`src/rtl/uart_pkg.sv`:
```
// Shared types and defaults for the oversampled UART receiver.
package uart_pkg;

  localparam int OVERSAMPLE_DEF = 16;
  localparam int DATA_BITS_DEF  = 8;

  // Tick index within a bit period at which the line is taken as mid-bit.
  localparam int MID_SAMPLE_DEF = OVERSAMPLE_DEF / 2 - 1;

  typedef enum logic [2:0] {
    ST_IDLE      = 3'd0,
    ST_START     = 3'd1,
    ST_DATA      = 3'd2,
    ST_STOP      = 3'd3,
    ST_WAIT_IDLE = 3'd4
  } rx_state_e;

  function automatic int mid_sample(input int oversample);
    return oversample / 2 - 1;
  endfunction

endpackage

```
`src/rtl/uart_rx_oversampled_if.sv`:
```
// Valid/ready byte output channel of the UART receiver.
interface uart_rx_oversampled_if import uart_pkg::*; #(
  parameter int DATA_BITS = DATA_BITS_DEF
) ();

  logic                 io_valid;
  logic                 io_ready;
  logic [DATA_BITS-1:0] io_bits;

  modport master (output io_valid, output io_bits, input io_ready);
  modport slave  (input io_valid, input io_bits, output io_ready);

endinterface

```
`src/rtl/uart_rx_sync.sv`:
```
// Two-flop synchronizer for the asynchronous serial line; resets to idle-high.
module uart_rx_sync (
  input  logic clock,
  input  logic reset,
  input  logic i_async,
  output logic o_sync
);

  logic r_meta;
  logic r_sync;

  always_ff @(posedge clock or negedge reset) begin
    if (!reset) begin
      r_meta <= 1'b1;
      r_sync <= 1'b1;
    end else begin
      r_meta <= i_async;
      r_sync <= r_meta;
    end
  end

  assign o_sync = r_sync;

endmodule

```
`src/rtl/uart_rx_oversampled.sv`:
```
// Oversampled UART receiver (8N1, LSB first) with a one-entry valid/ready holding register.
module uart_rx_oversampled import uart_pkg::*; #(
  parameter int OVERSAMPLE = OVERSAMPLE_DEF,
  parameter int DATA_BITS  = DATA_BITS_DEF
) (
  input  logic                     clock,
  input  logic                     reset,
  input  logic                     rx,
  input  logic                     tick,
  uart_rx_oversampled_if.master    io,
  output logic                     frame_err,
  output logic                     overrun
);

  localparam int CNT_W = (OVERSAMPLE > 1) ? $clog2(OVERSAMPLE) : 1;
  localparam int IDX_W = (DATA_BITS > 1) ? $clog2(DATA_BITS) : 1;
  localparam logic [CNT_W-1:0] CNT_MID  = CNT_W'(mid_sample(OVERSAMPLE));
  localparam logic [CNT_W-1:0] CNT_LAST = CNT_W'(OVERSAMPLE - 1);
  localparam logic [IDX_W-1:0] IDX_LAST = IDX_W'(DATA_BITS - 1);

  logic                 w_rx;
  logic                 w_bit_end;
  logic                 w_done;
  logic                 w_bad_stop;
  logic                 w_xfer;

  rx_state_e            r_state;
  logic [CNT_W-1:0]     r_cnt;
  logic [IDX_W-1:0]     r_idx;
  logic [DATA_BITS-1:0] r_shift;
  logic                 r_rx_d;
  logic                 r_valid;
  logic [DATA_BITS-1:0] r_bits;
  logic                 r_frame_err;
  logic                 r_overrun;

  uart_rx_sync u_sync (
    .clock   (clock),
    .reset   (reset),
    .i_async (rx),
    .o_sync  (w_rx)
  );

  assign w_bit_end  = tick && (r_cnt == CNT_LAST);
  assign w_done     = (r_state == ST_STOP) && w_bit_end && w_rx;
  assign w_bad_stop = (r_state == ST_STOP) && w_bit_end && !w_rx;
  assign w_xfer     = r_valid && io.io_ready;

  always_ff @(posedge clock or negedge reset) begin
    if (!reset) begin
      r_state <= ST_IDLE;
      r_cnt   <= '0;
      r_idx   <= '0;
      r_shift <= '0;
      r_rx_d  <= 1'b1;
    end else begin
      r_rx_d <= w_rx;
      case (r_state)
        // Start-edge detection runs every clock, not only on ticks.
        ST_IDLE: begin
          if (r_rx_d && !w_rx) begin
            r_state <= ST_START;
            r_cnt   <= '0;
          end
        end
        ST_START: begin
          if (tick) begin
            if (r_cnt == CNT_MID) begin
              r_cnt   <= '0;
              r_idx   <= '0;
              r_state <= w_rx ? ST_IDLE : ST_DATA;
            end else begin
              r_cnt <= r_cnt + 1'b1;
            end
          end
        end
        ST_DATA: begin
          if (tick) begin
            if (r_cnt == CNT_LAST) begin
              r_cnt   <= '0;
              r_shift <= {w_rx, r_shift[DATA_BITS-1:1]};
              if (r_idx == IDX_LAST) begin
                r_idx   <= '0;
                r_state <= ST_STOP;
              end else begin
                r_idx <= r_idx + 1'b1;
              end
            end else begin
              r_cnt <= r_cnt + 1'b1;
            end
          end
        end
        ST_STOP: begin
          if (tick) begin
            if (r_cnt == CNT_LAST) begin
              r_cnt   <= '0;
              r_state <= w_rx ? ST_IDLE : ST_WAIT_IDLE;
            end else begin
              r_cnt <= r_cnt + 1'b1;
            end
          end
        end
        ST_WAIT_IDLE: begin
          if (tick && w_rx) r_state <= ST_IDLE;
        end
        default: r_state <= ST_IDLE;
      endcase
    end
  end

  // A byte arriving in a transfer cycle refills the register without a bubble.
  always_ff @(posedge clock or negedge reset) begin
    if (!reset) begin
      r_valid     <= 1'b0;
      r_bits      <= '0;
      r_frame_err <= 1'b0;
      r_overrun   <= 1'b0;
    end else begin
      r_frame_err <= w_bad_stop;
      r_overrun   <= w_done && r_valid && !io.io_ready;
      if (w_done && (!r_valid || io.io_ready)) begin
        r_bits  <= r_shift;
        r_valid <= 1'b1;
      end else if (w_xfer) begin
        r_valid <= 1'b0;
      end
    end
  end

  assign io.io_valid = r_valid;
  assign io.io_bits  = r_bits;
  assign frame_err   = r_frame_err;
  assign overrun     = r_overrun;

endmodule

```
`src/flat_wrapper.sv`:
```
// flat-port wrapper written by rule: the top's interface ports become plain ports
module uart_rx_oversampled_flat import uart_pkg::*;
#(
  parameter int OVERSAMPLE = OVERSAMPLE_DEF,
  parameter int DATA_BITS  = DATA_BITS_DEF
)
  (clock, reset, rx, tick, frame_err, overrun, io_io_valid, io_io_bits, io_io_ready);
  uart_rx_oversampled_if #(.DATA_BITS(DATA_BITS)) io_i ();
  input  logic clock;
  input  logic reset;
  input  logic rx;
  input  logic tick;
  output logic frame_err;
  output logic overrun;
  output wire logic [$bits(io_i.io_valid)-1:0] io_io_valid;
  output wire logic [$bits(io_i.io_bits)-1:0] io_io_bits;
  input wire logic [$bits(io_i.io_ready)-1:0] io_io_ready;
  assign io_io_valid = io_i.io_valid;
  assign io_io_bits = io_i.io_bits;
  assign io_i.io_ready = io_io_ready;
  uart_rx_oversampled #(.OVERSAMPLE(OVERSAMPLE), .DATA_BITS(DATA_BITS)) u_core (.clock(clock), .reset(reset), .rx(rx), .tick(tick), .io(io_i), .frame_err(frame_err), .overrun(overrun));
endmodule
```
`config.mk`:
```
export PLATFORM = sky130hd
export DESIGN_NAME = uart_rx_oversampled_flat
export DESIGN_NICKNAME = d
export VERILOG_FILES = /design/src/rtl/uart_pkg.sv /design/src/rtl/uart_rx_oversampled_if.sv /design/src/rtl/uart_rx_sync.sv /design/src/rtl/uart_rx_oversampled.sv /design/src/flat_wrapper.sv
export SDC_FILE = /design/constraint.sdc
export NUM_CORES = 1
export LEC_CHECK = 0
export CORE_ASPECT_RATIO = 1.75
export CORE_UTILIZATION = 50
export DETAILED_ROUTE_END_ITERATION = 7
export GPL_ROUTABILITY_DRIVEN = 1
export PLACE_DENSITY = 0.7
export REMOVE_ABC_BUFFERS = 1
export SYNTH_ARGS = -nofsm -noshare
export SYNTH_HDL_FRONTEND = slang
export SYNTH_HIERARCHICAL = 1
export SYNTH_SLANG_ARGS = --single-unit
```
`constraint.sdc`:
```
create_clock -name clock -period 4.06 [get_ports clock]
set_input_delay 1.218 -clock clock [delete_from_list [all_inputs] [get_ports clock]]
set_output_delay 1.218 -clock clock [all_outputs]
set_load 0.02 [all_outputs]
```
==> results.txt <==
----------------------------------------------------
[Place]
  Number of port buffers ... 15
  Hpwl dp ... 1.745 mm
  DP Worst Slack ... 1.371 ns
  Routability congestion estimate ... 0.8635
  DP Cell Count ... 153

[Drt]
  Remaining design rule violation count ... 0
  Wirelength, routed ... 2.360 mm
  Wire length per cell ... 14.66 µm
  Vias per cell ... 5.801
  Number of vias after detailed routing ... 934
  First DRT Iteration DRCs ... 22
  TritonRoute pass-1 iters ... 4
  Number of nets with antenna violations after detailed routing ... 0

[STA]
  Highest Clock Rate ... 0.4065 GHz
  Worst rel slew slack ... 73.61%
  # setup viols final ... 0
  Final max-slew violation count ... 0
  Minimum clock period ... 2.460 ns
  Slew at the pin closest to its max-slew limit ... 0.3951 ns
  Summed negative setup slack over all endpoints ... 0 ns
  Share of the cycle needed by the critical path after routing ... 60.59%
  Final Worst Setup Slack ... 1.600 ns
  Hold violation total from the final report ... 0
  Post-Route Skew ... 0.002267 ns
  Setup repair after global routing missed its margin ... false

[Synth]
  FF+latch count, synth ... 32
  Area share of the largest cell type after synthesis ... 50.43%
  Share of synthesized area occupied by flip-flops and latches ... 55.91%
  Post-synth cell types ... 37
  Synthesized area per cell ... 12.85 µm²
  Cells taking the most area after synthesis ... sky130_fd_sc_hd__dfrtp_1, sky130_fd_sc_hd__mux2_2, sky130_fd_sc_hd__dfstp_2
  Cell area after synthesis ... 0.001439 mm²
  Number of warning messages in the yosys log ... 6
  Cell type contributing the most total cell area after synthesis ... sky130_fd_sc_hd__dfrtp_1
  Count of mapped cells out of synthesis ... 112

[Die]
  Overall die area ... 0.003105 mm²
  Core Box Area ... 0.002721 mm²
  Effective utilization at floorplan ... 52.87%
  Std-Cell Rows ... 25
  Height of the die ... 72.97 µm
  Width of the die ... 42.55 µm
  IO Pins ... 16

[Setup path]
  CP arrival ... 1.24 ns
  Required @ worst endpoint ... 2.84 ns
  Crit path launch type ... flip-flop
  Sort of element at the end of the critical path ... output pin
  Critical-path top delay cell ... sky130_fd_sc_hd__clkdlybuf4s50_1
  Worst R2R Start ... u_core/r_state[1]
  Worst setup startpoint ... u_core/io.io_valid
  Worst-path cell chain ... clkdlybuf4s50_1
  Classification of the worst setup path ... flip-flop to output pin
  Worst-path fanout max ... 2
  Buf+Inv Stages, Crit Path ... 1
  Family of cells with the greatest summed delay on the critical path ... buffers and inverters
  Max incr delay on CP ... 0.61 ns

[Worst hold path]
  Hold Path Class ... flip-flop to flip-flop
  Start point of the worst hold path ... u_core/u_sync/r_meta

[GRT]
  Largest net degree at the start of global routing ... 33
  GRT overflow ... 0
  Wire length of the first global-routing pass ... 4.071 mm
  Number of antenna violations at the first check in global routing ... 0
  Vias in the first global route ... 969
  Gr usage total ... 17.96%

[Run status]
  Run status ... completed

[Clocking]
  Clock root buffer ... sky130_fd_sc_hd__clkbuf_8
  Hold-fix buffer count after cts ... 0
  Clock slew at reported path FFs ... 0.06 ns
  CTS tree ... yes
  Bufs on Longest Clock Path ... 2
  Number of instances resized during post-cts repair ... 0
  Number of sinks handled by clock tree synthesis ... 32
  Skew-Pair Late Insertion Delay ... 0.28 ns
  CTS Buf Count ... 5
  Setup fix buffers added after clock tree synthesis ... 0
  Max H-tree Level ... 2

[Cells and area]
  Area taken by flip-flops and latches ... 804.5 µm²
  Number of antenna cells inserted ... 0
  Final net count ... 141
  Number of standard cells in the final layout excluding fillers ... 161
  Proportion of layout cells with a drive suffix above 1 ... 27.61%
  Area of the multi-input gates ... 610.6 µm²
  Final-layout fill cell count ... 222
  Finished Core Util ... 63.40%
  Most frequent standard cell in the layout excluding fill and tap cells ... sky130_fd_sc_hd__dfrtp_1
  Most frequent cells in the layout ... sky130_fd_sc_hd__dfrtp_1, sky130_fd_sc_hd__mux2_2, sky130_fd_sc_hd__clkdlybuf4s50_1
  Area Overhead vs Synth ... 19.91%

[Power]
  Areal power density over the cells ... 507.1 mW/mm²
  Largest vdd supply drop ... 0.0003640 V
  Static leakage ... 0.7936 nW
  Total chip power ... 0.0008749 W

[Job]
  Max Cap Violations ... 0

----------------------------------------------------
==> cells by family (layout without fill, tap and decap cells) <==
family | after synthesis | count (layout) | share of synthesized area (%)
AND/OR/NAND/NOR | 38 | 38 | 17.83
buffers and inverters | 5 | 27 | 1.652
flip-flops | 32 | 32 | 55.91
multiplexers | 20 | 20 | 15.39
XOR/XNOR | 1 | 1 | 0.6088
AO/OA/AOI/OAI | 13 | 13 | 6.001
adder cells (fa/ha/maj) | 3 | 3 | 2.609
==> final cells by class <==
class,count,share of cell area [%]
sequential,32,46.63
multi-input combinational,75,35.39
timing repair buffer,16,9.137
clock inverter,2,2.030
inverter,3,0.6526
tap,27,1.958
clock buffer,6,4.206
==> Yosys cell counts <==
cell	number
sky130_fd_sc_hd__a21oi_1	2
sky130_fd_sc_hd__a2111oi_2	1
sky130_fd_sc_hd__mux2i_1	3
sky130_fd_sc_hd__nand2_4	1
sky130_fd_sc_hd__nand2b_1	1
sky130_fd_sc_hd__nor2b_1	1
sky130_fd_sc_hd__nor3_1	1
sky130_fd_sc_hd__nand4_1	2
sky130_fd_sc_hd__nor3_4	1
sky130_fd_sc_hd__o22ai_1	1
sky130_fd_sc_hd__nor2_4	1
sky130_fd_sc_hd__buf_2	1
sky130_fd_sc_hd__mux2_2	16
sky130_fd_sc_hd__o21a_1	1
sky130_fd_sc_hd__o21ai_0	5
sky130_fd_sc_hd__nor2b_4	1
sky130_fd_sc_hd__nor2_1	6
sky130_fd_sc_hd__nand2b_4	1
sky130_fd_sc_hd__nand2_1	12
sky130_fd_sc_hd__dfstp_2	3
sky130_fd_sc_hd__nand3_1	2
sky130_fd_sc_hd__and3_1	1
sky130_fd_sc_hd__nor3b_1	2
sky130_fd_sc_hd__xnor2_1	1
sky130_fd_sc_hd__dfrtp_1	29
sky130_fd_sc_hd__nor4_1	1
sky130_fd_sc_hd__nor4b_2	1
sky130_fd_sc_hd__inv_1	3
sky130_fd_sc_hd__o21bai_1	1
sky130_fd_sc_hd__o41ai_1	1
sky130_fd_sc_hd__nor3b_2	1
sky130_fd_sc_hd__mux2_1	1
sky130_fd_sc_hd__nand3_2	1
sky130_fd_sc_hd__a31oi_1	1
sky130_fd_sc_hd__buf_4	1
sky130_fd_sc_hd__ha_1	3
sky130_fd_sc_hd__nand3_4	1
==> per-layer routing <==
metal	routed length, µm	vias up	GRT usage, %	share of wire [%]
met5	0	-	0	0
met4	82	0	12.50	3.5
met3	85	8	5.198	3.6
met2	1303	21	31.79	55
met1	888	466	17.33	38
li1	-	439	-	-
==> registers in the layout, summed over array words and instances, names as in the netlist <==
register              flops
u_core/io.io_bits         8
u_core/r_shift            8
u_core/r_cnt              4
u_core/r_idx              3
u_core/r_state            3
u_core/frame_err          1
u_core/io.io_valid        1
u_core/overrun            1
u_core/r_rx_d             1
u_core/u_sync/o_sync      1
u_core/u_sync/r_meta      1
==> stage by stage <==
stage          hold WS [ns]  instance area [µm²]
5_1_grt              0.3606                 1725
3_5_place_dp         0.3479                 1618
2_1_floorplan        0.3452                 1426
3_3_place_gp         0.3469                 1618
6_report             0.3567                 1725
4_1_cts              0.3599                 1725
==> worst paths after layout <==
| kind | end | slack (ns) | depth (start not counted) |
|---|---|---|---|
| setup / recovery | io_io_valid | 1.60 | 1 |
| hold / removal | u_core/u_sync/o_sync | 0.36 | 0 |
| setup reg to reg | u_core/r_idx[0] | 2.40 | 4 |
| hold reg to reg | u_core/u_sync/o_sync | 0.36 | 0 |
| max in group asynchronous | u_core/r_rx_d | 2.41 | 2 |
| min in group asynchronous | u_core/r_shift[6] | 1.33 | 2 |
==> power by group <==
| part | switching, W | internal [W] | total [W] |
|---|---|---|---|
| Clock | 0.000111 | 0.000182 | 0.000293 |
| Combinational | 0.0000879 | 0.0000725 | 0.000160 |
| Sequential | 0.0000625 | 0.000359 | 0.000422 |
| Total | 0.000262 | 0.000613 | 0.000875 |
Power figures use the tool's default switching activity.
